**src/rtl/scan_sequencer_pkg.sv**
```systemverilog
// Shared encodings and constants for the channel scan sequencer.
// Imported by the sequencer and its next-channel finder.
package scan_sequencer_pkg;

    localparam int NUM_CH = 8;
    localparam int SEL_W  = 3;

    typedef enum logic [1:0] {
        IDLE  = 2'd0,
        SCAN  = 2'd1,
        BLANK = 2'd2
    } state_t;

endpackage

```
**src/rtl/scan_sequencer_next_ch_find.sv**
```systemverilog
// Combinational search for the next enabled channel above cur
// (wrapping past the top) and for the lowest enabled channel.
module next_ch_find
    import scan_sequencer_pkg::*;
(
    input  logic [NUM_CH-1:0] mask,
    input  logic [SEL_W-1:0]  cur,
    output logic [SEL_W-1:0]  nxt,
    output logic              wrap,
    output logic [SEL_W-1:0]  first
);

    logic [SEL_W-1:0] idx;
    logic             found;

    always_comb begin
        nxt   = cur;
        idx   = '0;
        found = 1'b0;
        for (int i = 1; i < NUM_CH; i++) begin
            idx = cur + SEL_W'(i);
            if (!found && mask[idx]) begin
                nxt   = idx;
                found = 1'b1;
            end
        end
        first = '0;
        for (int i = NUM_CH - 1; i >= 0; i--) begin
            if (mask[i]) first = SEL_W'(i);
        end
    end

    // A single-bit mask finds cur itself, which also counts as a wrap.
    assign wrap = (nxt <= cur);

endmodule

```
**src/rtl/scan_sequencer.sv**
```systemverilog
// Time-multiplexed channel scanner driving a 3-to-8 decoder select,
// with a one-cycle blanking gap between consecutive channels.
module scan_sequencer
    import scan_sequencer_pkg::*;
#(
    parameter int DWELL_W = 16
) (
    input  logic               clk,
    input  logic               rst,
    input  logic               start,
    input  logic               stop,
    input  logic               mode_cont,
    input  logic [NUM_CH-1:0]  mask,
    input  logic [DWELL_W-1:0] dwell,
    output logic [SEL_W-1:0]   sel,
    output logic               sel_en,
    output logic               busy,
    output logic               frame_done
);

    state_t             state, state_n;
    logic [SEL_W-1:0]   sel_n;
    logic [DWELL_W-1:0] cnt, cnt_n;
    logic [DWELL_W-1:0] cap_dwell, cap_dwell_n;
    logic [NUM_CH-1:0]  cap_mask, cap_mask_n;
    logic [NUM_CH-1:0]  fmask;
    logic               fd_n;
    logic               last, last_n;
    logic [SEL_W-1:0]   nxt, first;
    logic               wrap;

    function automatic logic [DWELL_W-1:0] reload(
        input logic [DWELL_W-1:0] d
    );
        return (d == '0) ? '0 : d - DWELL_W'(1);
    endfunction

    // In IDLE the finder looks at the live mask to pick the first channel.
    assign fmask = (state == IDLE) ? mask : cap_mask;

    next_ch_find u_find (
        .mask  (fmask),
        .cur   (sel),
        .nxt   (nxt),
        .wrap  (wrap),
        .first (first)
    );

    always_comb begin
        state_n     = state;
        sel_n       = sel;
        cnt_n       = cnt;
        cap_mask_n  = cap_mask;
        cap_dwell_n = cap_dwell;
        fd_n        = 1'b0;
        last_n      = last;
        if (stop) begin
            state_n = IDLE;
        end else begin
            unique case (state)
                IDLE: begin
                    if (start && mask != '0) begin
                        state_n     = SCAN;
                        sel_n       = first;
                        cap_mask_n  = mask;
                        cap_dwell_n = dwell;
                        cnt_n       = reload(dwell);
                    end
                end
                SCAN: begin
                    if (cnt != '0) begin
                        cnt_n = cnt - DWELL_W'(1);
                    end else begin
                        state_n = BLANK;
                        sel_n   = nxt;
                        fd_n    = wrap;
                        last_n  = 1'b0;
                        if (wrap) begin
                            if (mode_cont) begin
                                cap_mask_n  = mask;
                                cap_dwell_n = dwell;
                                last_n      = (mask == '0);
                            end else begin
                                last_n = 1'b1;
                            end
                        end
                    end
                end
                BLANK: begin
                    if (last) begin
                        state_n = IDLE;
                    end else begin
                        state_n = SCAN;
                        cnt_n   = reload(cap_dwell);
                        // A new frame begins at the lowest bit of the re-sampled mask.
                        if (frame_done) sel_n = first;
                    end
                end
                default: state_n = IDLE;
            endcase
        end
    end

    always_ff @(posedge clk) begin
        if (rst) begin
            state      <= IDLE;
            sel        <= '0;
            cnt        <= '0;
            cap_mask   <= '0;
            cap_dwell  <= '0;
            frame_done <= 1'b0;
            last       <= 1'b0;
        end else begin
            state      <= state_n;
            sel        <= sel_n;
            cnt        <= cnt_n;
            cap_mask   <= cap_mask_n;
            cap_dwell  <= cap_dwell_n;
            frame_done <= fd_n;
            last       <= last_n;
        end
    end

    assign sel_en = (state == SCAN);
    assign busy   = (state != IDLE);

endmodule

```
**config.mk**
```make
export PLATFORM = sky130hd
export DESIGN_NAME = scan_sequencer
export DESIGN_NICKNAME = d
export VERILOG_FILES = /design/src/rtl/scan_sequencer_pkg.sv /design/src/rtl/scan_sequencer_next_ch_find.sv /design/src/rtl/scan_sequencer.sv
export SDC_FILE = /design/constraint.sdc
export NUM_CORES = 1
export LEC_CHECK = 0
export ABC_AREA = 0
export BUFFER_PORTS_ARGS = -buffer_cell sky130_fd_sc_hd__buf_2
export CAP_MARGIN = 0
export CORE_AREA = 2 2 112 114
export CTS_BUF_LIST = sky130_fd_sc_hd__clkbuf_4 sky130_fd_sc_hd__clkbuf_8 sky130_fd_sc_hd__clkbuf_16
export DETAILED_ROUTE_END_ITERATION = 10
export DIE_AREA = 0 0 114 116
export GPL_ROUTABILITY_DRIVEN = 0
export PLACE_DENSITY_LB_ADDON = 0.05
export SLEW_MARGIN = 5
export SYNTH_ARGS = -nofsm -noshare
export SYNTH_HDL_FRONTEND = slang
export SYNTH_SLANG_ARGS = --single-unit
export TNS_END_PERCENT = 30
```
**constraint.sdc**
```tcl
create_clock -name clk -period 12.9 [get_ports clk]
set_clock_uncertainty 0.2 [all_clocks]
set_input_delay 1.29 -clock clk [delete_from_list [all_inputs] [get_ports clk]]
set_output_delay 1.29 -clock clk [all_outputs]
set_load 0.005 [all_outputs]
```
Word level (Yosys, flattened, before mapping)
Index checks and enable logic that the tools add are counted.

operators by class
  bitwise gates (word level) = 3
  $add $sub $neg = 10
  reductions and logical operators = 29
  magnitude comparators = 8
  muxes and demuxes = 63
  eq/ne operators = 9

operator list
  cell                     count
  $mux W16                 9
  $mux W3                  19
  $pmux W16 S3             1
  $sub A16 B1 Y16 const B  3
  $mux W8                  5
  $logic_not A16 Y1        2
  $pmux W16 S2             1
  $lt A3 B4 Y1 const B     7
  $bmux W1 S3              7
  $mux W1                  16
  $pmux W8 S2              1
  $reduce_bool A16 Y1      1
  $add A3 B3 Y3 const B    4
  $reduce_and A6 Y1        2
  $pmux W3 S3              1
  $logic_not A8 Y1         1
  $ne A2 B2 Y1 const B     4
  $reduce_bool A8 Y1       1
  $logic_and A1 B1 Y1      7
  $add A3 B2 Y3 const B    2
  $logic_not A1 Y1         6
  $ne A2 B1 Y1 const B     3
  $pmux W2 S3              1
  $reduce_and A5 Y1        1
  13 further kinds         17

word-level totals
  output and inout port bits = 6
  register bits after elaboration = 47

Logic depth before layout (Yosys ltp)
  depth after elaboration = 27
  gate-level depth with buffers = 19
  depth with buffers taken out = 16

Cells and area by module
Synthesis repeated with hierarchy kept, for this count alone.

second synthesis, totals
  cell total of the unflattened synthesis = 517
  area total of the unflattened synthesis = 4360.4 µm²

by module, submodules not included
  module          sequential area each (µm²)  times used  area an instance (µm²)  cells an instance
  scan_sequencer  940.9                       1           3550.9                  421
  next_ch_find    0.0                         1           809.5                   96

Worst setup path before layout
OpenSTA, ideal clock, no wires.

  kind = in2reg
  from = input port mask[2]
  to = register cap_dwell[10]
  stages on the path = 16
  path slack = 7.789 ns
  arrival time = 4.783 ns
  required time = 12.572 ns
  cells stage by stage = mux4_1 > mux4_2 > a2111oi_4 > and2_1 > a32oi_1 > a21o_1 > ha_1 > nor2b_1 > o21ai_0 > a32oi_1 > a2bb2oi_1 > or3_1 > buf_2 > buf_2 > mux2i_1 > nor2_1

between the ends
  cells in the longest elaborated chain, start to end = 25
  elaborated cells on any way between the ends = 46
  classes of those cells = 1 x order compare; 2 x eq/ne; 28 x mux; 15 x reduce/logical

RTL lines
  what                                  line                               text
  start: declaration                    scan_sequencer.sv:13               input logic [NUM_CH-1:0] mask,
  $mux W8                               scan_sequencer.sv:39               assign fmask = (state == IDLE) ? mask : cap_mask;
  $bmux W1 S3                           scan_sequencer_next_ch_find.sv:22  if (!found && mask[idx]) begin
  $mux W1 (not written as such)         scan_sequencer_next_ch_find.sv:22
  $mux W1                               scan_sequencer_next_ch_find.sv:22
  $logic_not A1 Y1                      scan_sequencer_next_ch_find.sv:22
  $logic_and A1 B1 Y1                   scan_sequencer_next_ch_find.sv:22
  $mux W1                               scan_sequencer_next_ch_find.sv:22
  $logic_not A1 Y1                      scan_sequencer_next_ch_find.sv:22
  (+9 left out)                         n/a
  $logic_and A1 B1 Y1                   scan_sequencer_next_ch_find.sv:22
  $mux W1                               scan_sequencer_next_ch_find.sv:22
  $logic_not A1 Y1                      scan_sequencer_next_ch_find.sv:22
  $logic_and A1 B1 Y1                   scan_sequencer_next_ch_find.sv:22
  $mux W3                               scan_sequencer_next_ch_find.sv:22
  $le A3 B3 Y1                          scan_sequencer_next_ch_find.sv:34  assign wrap = (nxt <= cur);
  $ne A2 B1 Y1 (no source line)         n/a
  $reduce_and A6 Y1 (no source line) *  n/a
  end signal: assignment                scan_sequencer.sv:118              cap_dwell <= cap_dwell_n;
  end: declaration                      scan_sequencer.sv:24               logic [DWELL_W-1:0] cap_dwell, cap_dwell_n;

Every way passes the cells marked *; elsewhere a longest branch is shown, timed or not. The select of a mux whose other input is x is not followed.
A chain may end at the register's enable or synchronous reset.

Worst setup path in the final report
  from = register sel[0]
  to = register cap_mask[0]

between the ends
  cells in the longest elaborated chain, start to end = 25
  elaborated cells on any way between the ends = 49
  classes of those cells = 7 x add/sub; 1 x order compare; 1 x eq/ne; 27 x mux; 13 x reduce/logical

RTL lines
  what                                  line                               text
  start: declaration                    scan_sequencer.sv:15               output logic [SEL_W-1:0] sel,
  start signal: assignment              scan_sequencer.sv:115              sel <= sel_n;
  $add A3 B1 Y3                         scan_sequencer_next_ch_find.sv:21  idx = cur + SEL_W'(i);
  $bmux W1 S3                           scan_sequencer_next_ch_find.sv:22
  $mux W1 (not written as such)         scan_sequencer_next_ch_find.sv:22
  $mux W1                               scan_sequencer_next_ch_find.sv:22
  $logic_not A1 Y1                      scan_sequencer_next_ch_find.sv:22
  $logic_and A1 B1 Y1                   scan_sequencer_next_ch_find.sv:22
  $mux W1                               scan_sequencer_next_ch_find.sv:22
  $logic_not A1 Y1                      scan_sequencer_next_ch_find.sv:22
  (+9 left out)                         n/a
  $logic_and A1 B1 Y1                   scan_sequencer_next_ch_find.sv:22
  $mux W1                               scan_sequencer_next_ch_find.sv:22
  $logic_not A1 Y1                      scan_sequencer_next_ch_find.sv:22
  $logic_and A1 B1 Y1                   scan_sequencer_next_ch_find.sv:22
  $mux W3                               scan_sequencer_next_ch_find.sv:22
  $le A3 B3 Y1 *                        scan_sequencer_next_ch_find.sv:34
  $ne A2 B1 Y1 (no source line) *       n/a
  $reduce_and A6 Y1 (no source line) *  n/a
  end signal: assignment                scan_sequencer.sv:117              cap_mask <= cap_mask_n;
  end: declaration                      scan_sequencer.sv:25               logic [NUM_CH-1:0] cap_mask, cap_mask_n;

Marked as above.

==> flow_summary.yaml <==
placed_design:
  detailed_place_hpwl_mm: 9.04
  place.detailed.instances: 636
  placement.io_buffers: 34
  pre_cts_slack_ns: 7.37
synthesis:
  yosysSeqAreaShare_pct: 22.7
  synth.ff_latch_count: 47
  synth_edf_count: 0
  async_flop_share_pct: 0
  synth_largest_area_cell: "sky130_fd_sc_hd__dfxtp_1"
  post_synth_num_cell_types: 64
  syn-num-nets: 521
  synth_top_area_share_pct: 22.7
  synthesized_cell_area_um2: 4140
  synth_flop_cell: "sky130_fd_sc_hd__dfxtp_1"
  syn-mean-instance-area_um2: 8.66
  synth_area_leaders: "sky130_fd_sc_hd__dfxtp_1, sky130_fd_sc_hd__mux4_2, sky130_fd_sc_hd__mux2i_1"
  syn_inst: 478
  synth-warning-count: 0
drt:
  routed_wirelength_mm: 11.9
  drtIter0Drc: 254
  detailroute.via_count: 3761
  number_of_vias_per_cell: 5.84
  drc: 0
  post_route_ant_nets: 0
  wire_per_inst_um: 18.5
  drtPass1Iterations: 5
grt:
  antenna_violations_before_repair: 0
  globalRouteOverflowTotal: 0
  grt_pass1_vias: 3504
  track_usage_pct: 18.3
  grt_pass1_wl_mm: 19.1
  grt_start_max_net_pins: 48
floorplan:
  initial_utilization_pct: 34.8
  die_w_um: 114
  core_region_area_um2: 11900
  design.die.area_um2: 13200
  row_count: 40
  floorplan.die.height_um: 116
  io-pin-count: 35
power:
  comb_power_share_pct: 40.8
  power.switching_mw: 0.199
  ir_drop_mv: 0.0433
  fin_total_pwr_mw: 0.526
  power_leakage_nw: 1.87
  pwr_density_cell_nw_per_um2: 116
  power_share_of_the_sequential_group_pct: 32.6
  clock_power_share_pct: 26.6
  netSwitchingFraction_pct: 37.8
  internal_power_mw: 0.327
timing:
  setup-tns-final_ns: 0
  finalWorstSetupSlack_ns: 7.46
  timing.final.crit_period_ns: 5.44
  setup_viol: 0
  drv_slew: 0
  max_clock_freq_mhz: 184
  rsz0062_at_grt: "false"
  finalCritPeriodShare_pct: 42.2
  finalHoldViolations: 0
  max_slew.worst_pin.slew_ns: 1.20
  timing.slew.headroom_pct: 19.5
clock_tree:
  postCtsSetupRepairBufs: 0
  clock_tree.root_cell: "sky130_fd_sc_hd__clkbuf_16"
  cts_hold_repair.buffers: 0
  cts.repair.resized: 0
  tritoncts: "built"
  tritoncts.num_buffers: 5
  clk_latency_ns: 0.30
  path_clk_slew_ns: 0.08
  clock_tree.htree_level_count: 2
  clock_sinks: 47
  cts-root-to-sink-buffers: 2
finish:
  multiInputGateArea_um2: 3000
  fin_nets: 539
  instances_no_fill: 644
  final_layout_size_suffix_gt1_share_pct: 15.7
  flow.area_growth_from_synthesis_pct: 9.94
  n_antenna_cell: 0
  final.fill_count: 1227
  register_cell_area_after_layout_um2: 941
  utilization_pct: 38.2
setup_path:
  cp_num_buf_inv: 3
  cp_max_fo: 24
  slowest_cell_on_the_critical_path: "sky130_fd_sc_hd__dfxtp_1"
  criticalPathCategory: "flip-flop to flip-flop"
  worst_path_most_repeated_cell: "sky130_fd_sc_hd__ha_1"
  timing.critical_path.cells: "inv_2, ha_1, clkinv_1, and3_1, a211o_1, o311ai_0, a32oi_2, ha_1, o21ai_0, a32oi_1, a2bb2oi_1, or3_1, buf_4, mux2i_1, nor2_1"
  cp_data_arrival_time_ns: 5.40
  reg2reg_depth: 15
  number_of_cells_on_the_critical_path: 15
  cpLargestDelayFamily: "compound AO/OA/AOI/OAI gates"
  startpoint_type: "flip-flop"
  worst_ep_required_time_ns: 12.86
  critical_path.max_stage_delay_ns: 0.80
  endpoint_kind: "flip-flop"
status:
  outcome: "finished, final reports clean"
min_path:
  hold-path-cell-count: 2
  min-delay-path-class: "flip-flop to flip-flop"
run:
  drv_cap: 0
-- worst min-delay path: stages (launching register included) --
cell,delay [ns]
sky130_fd_sc_hd__dfxtp_1,0.33
sky130_fd_sc_hd__nand2_1,0.06
sky130_fd_sc_hd__a21oi_1,0.06
-- metal layers --
layer	routed length, µm	global-route usage (%)
met5	0	0
met4	76	3.41
met3	511	2.67
met2	5070	27.3
met1	6240	28.1
-- stage by stage --
| step | hold slack, ns | area (µm²) |
|---|---|---|
| 5_1_grt | 0.330 | 4550 |
| 3_3_place_gp | 0.279 | 4400 |
| 2_1_floorplan | 0.256 | 4140 |
| 6_report | 0.297 | 4550 |
| 4_1_cts | 0.294 | 4550 |
| 3_5_place_dp | 0.282 | 4400 |
-- cell type report --
type	count	share of cell area [%]
Clock buffer	5	2.75
Clock inverter	3	0.632
Inverter	25	2.06
Multi-Input combinational cell	381	65.8
Sequential cell	47	20.7
Tap cell	147	4.04
Timing Repair Buffer	36	4.07
-- worst paths after layout --
path	start	endpoint	slack (ns)
setup / recovery	sel[0]	cap_mask[0]	7.46
hold / removal	cnt[14]	cnt[14]	0.30
setup reg to reg	sel[0]	cap_mask[0]	7.46
hold reg to reg	cnt[14]	cnt[14]	0.30
-- flip-flops by register name, indices dropped and copies added (netlist names) --
signal	count
cnt	16
state	2
frame_done	1
cap_mask	8
last	1
cap_dwell	16
sel	3
-- logic make-up (layout without fill, tap and decap cells) --
logic type | count (synthesis) | in the layout | share of synthesized area, %
mux | 60 | 60 | 21.0
xor+xnor | 44 | 44 | 9.31
simple gates | 167 | 167 | 19.6
flops | 47 | 47 | 22.7
compound gates | 96 | 96 | 18.2
buf+inv | 50 | 69 | 4.95
fa+ha+maj | 14 | 14 | 4.23
-- power by group through the flow --
stage               Sequential, mW  Clock [mW]  Combinational (mW)
floorplan                    0.168           0               0.168
global placement             0.175           0               0.214
detailed placement           0.175           0               0.213
CTS                          0.172       0.145               0.214
global route                 0.174       0.150               0.237
finish                       0.172       0.140               0.214
-- cell usage after synthesis (3+ instances only) --
cell,number
sky130_fd_sc_hd__a221oi_1,14
sky130_fd_sc_hd__or4_1,3
sky130_fd_sc_hd__inv_1,20
sky130_fd_sc_hd__and3_1,5
sky130_fd_sc_hd__mux4_1,5
sky130_fd_sc_hd__nor4_1,10
sky130_fd_sc_hd__mux4_2,14
sky130_fd_sc_hd__a211oi_1,5
sky130_fd_sc_hd__a211o_1,3
sky130_fd_sc_hd__ha_1,14
sky130_fd_sc_hd__o211ai_1,3
sky130_fd_sc_hd__o31a_1,3
sky130_fd_sc_hd__o22ai_1,17
sky130_fd_sc_hd__a21oi_1,14
sky130_fd_sc_hd__buf_2,8
sky130_fd_sc_hd__clkinv_1,3
sky130_fd_sc_hd__nand2_1,23
sky130_fd_sc_hd__nand3_1,7
sky130_fd_sc_hd__xnor2_1,23
sky130_fd_sc_hd__nor2b_1,7
sky130_fd_sc_hd__mux2i_1,31
sky130_fd_sc_hd__clkbuf_1,15
sky130_fd_sc_hd__a31oi_1,3
sky130_fd_sc_hd__or3_1,11
sky130_fd_sc_hd__mux2_2,9
sky130_fd_sc_hd__dfxtp_1,47
sky130_fd_sc_hd__xor2_1,21
sky130_fd_sc_hd__nor3_1,30
sky130_fd_sc_hd__nor2_1,58
sky130_fd_sc_hd__o21ai_0,6
-- layout by cell type (no fill, tap or decap), drive strengths merged, types with 3 or more instances in the layout --
| cell | synthesis | routed |
|---|---|---|
| o31a | 3 | 3 |
| and3 | 5 | 5 |
| a21oi | 14 | 14 |
| dfxtp | 47 | 47 |
| a31oi | 3 | 3 |
| inv | 22 | 25 |
| nor2 | 58 | 58 |
| nor3 | 30 | 30 |
| or3 | 11 | 11 |
| buf | 10 | 36 |
| xor2 | 21 | 21 |
| o211ai | 3 | 3 |
| xnor2 | 23 | 23 |
| clkbuf | 15 | 5 |
| mux2i | 31 | 31 |
| nor2b | 7 | 7 |
| o21ai | 7 | 7 |
| o31ai | 3 | 3 |
| nand3 | 7 | 7 |
| nand2 | 23 | 23 |
| nor4 | 10 | 10 |
| o22ai | 17 | 17 |
| mux4 | 19 | 19 |
| or4 | 3 | 3 |
| a211oi | 5 | 5 |
| a221oi | 15 | 15 |
| mux2 | 10 | 10 |
| clkinv | 3 | 3 |
| a211o | 3 | 3 |
| a2111oi | 4 | 4 |
| a32oi | 3 | 3 |
| ha | 14 | 14 |
Power figures use the tool's default switching activity.
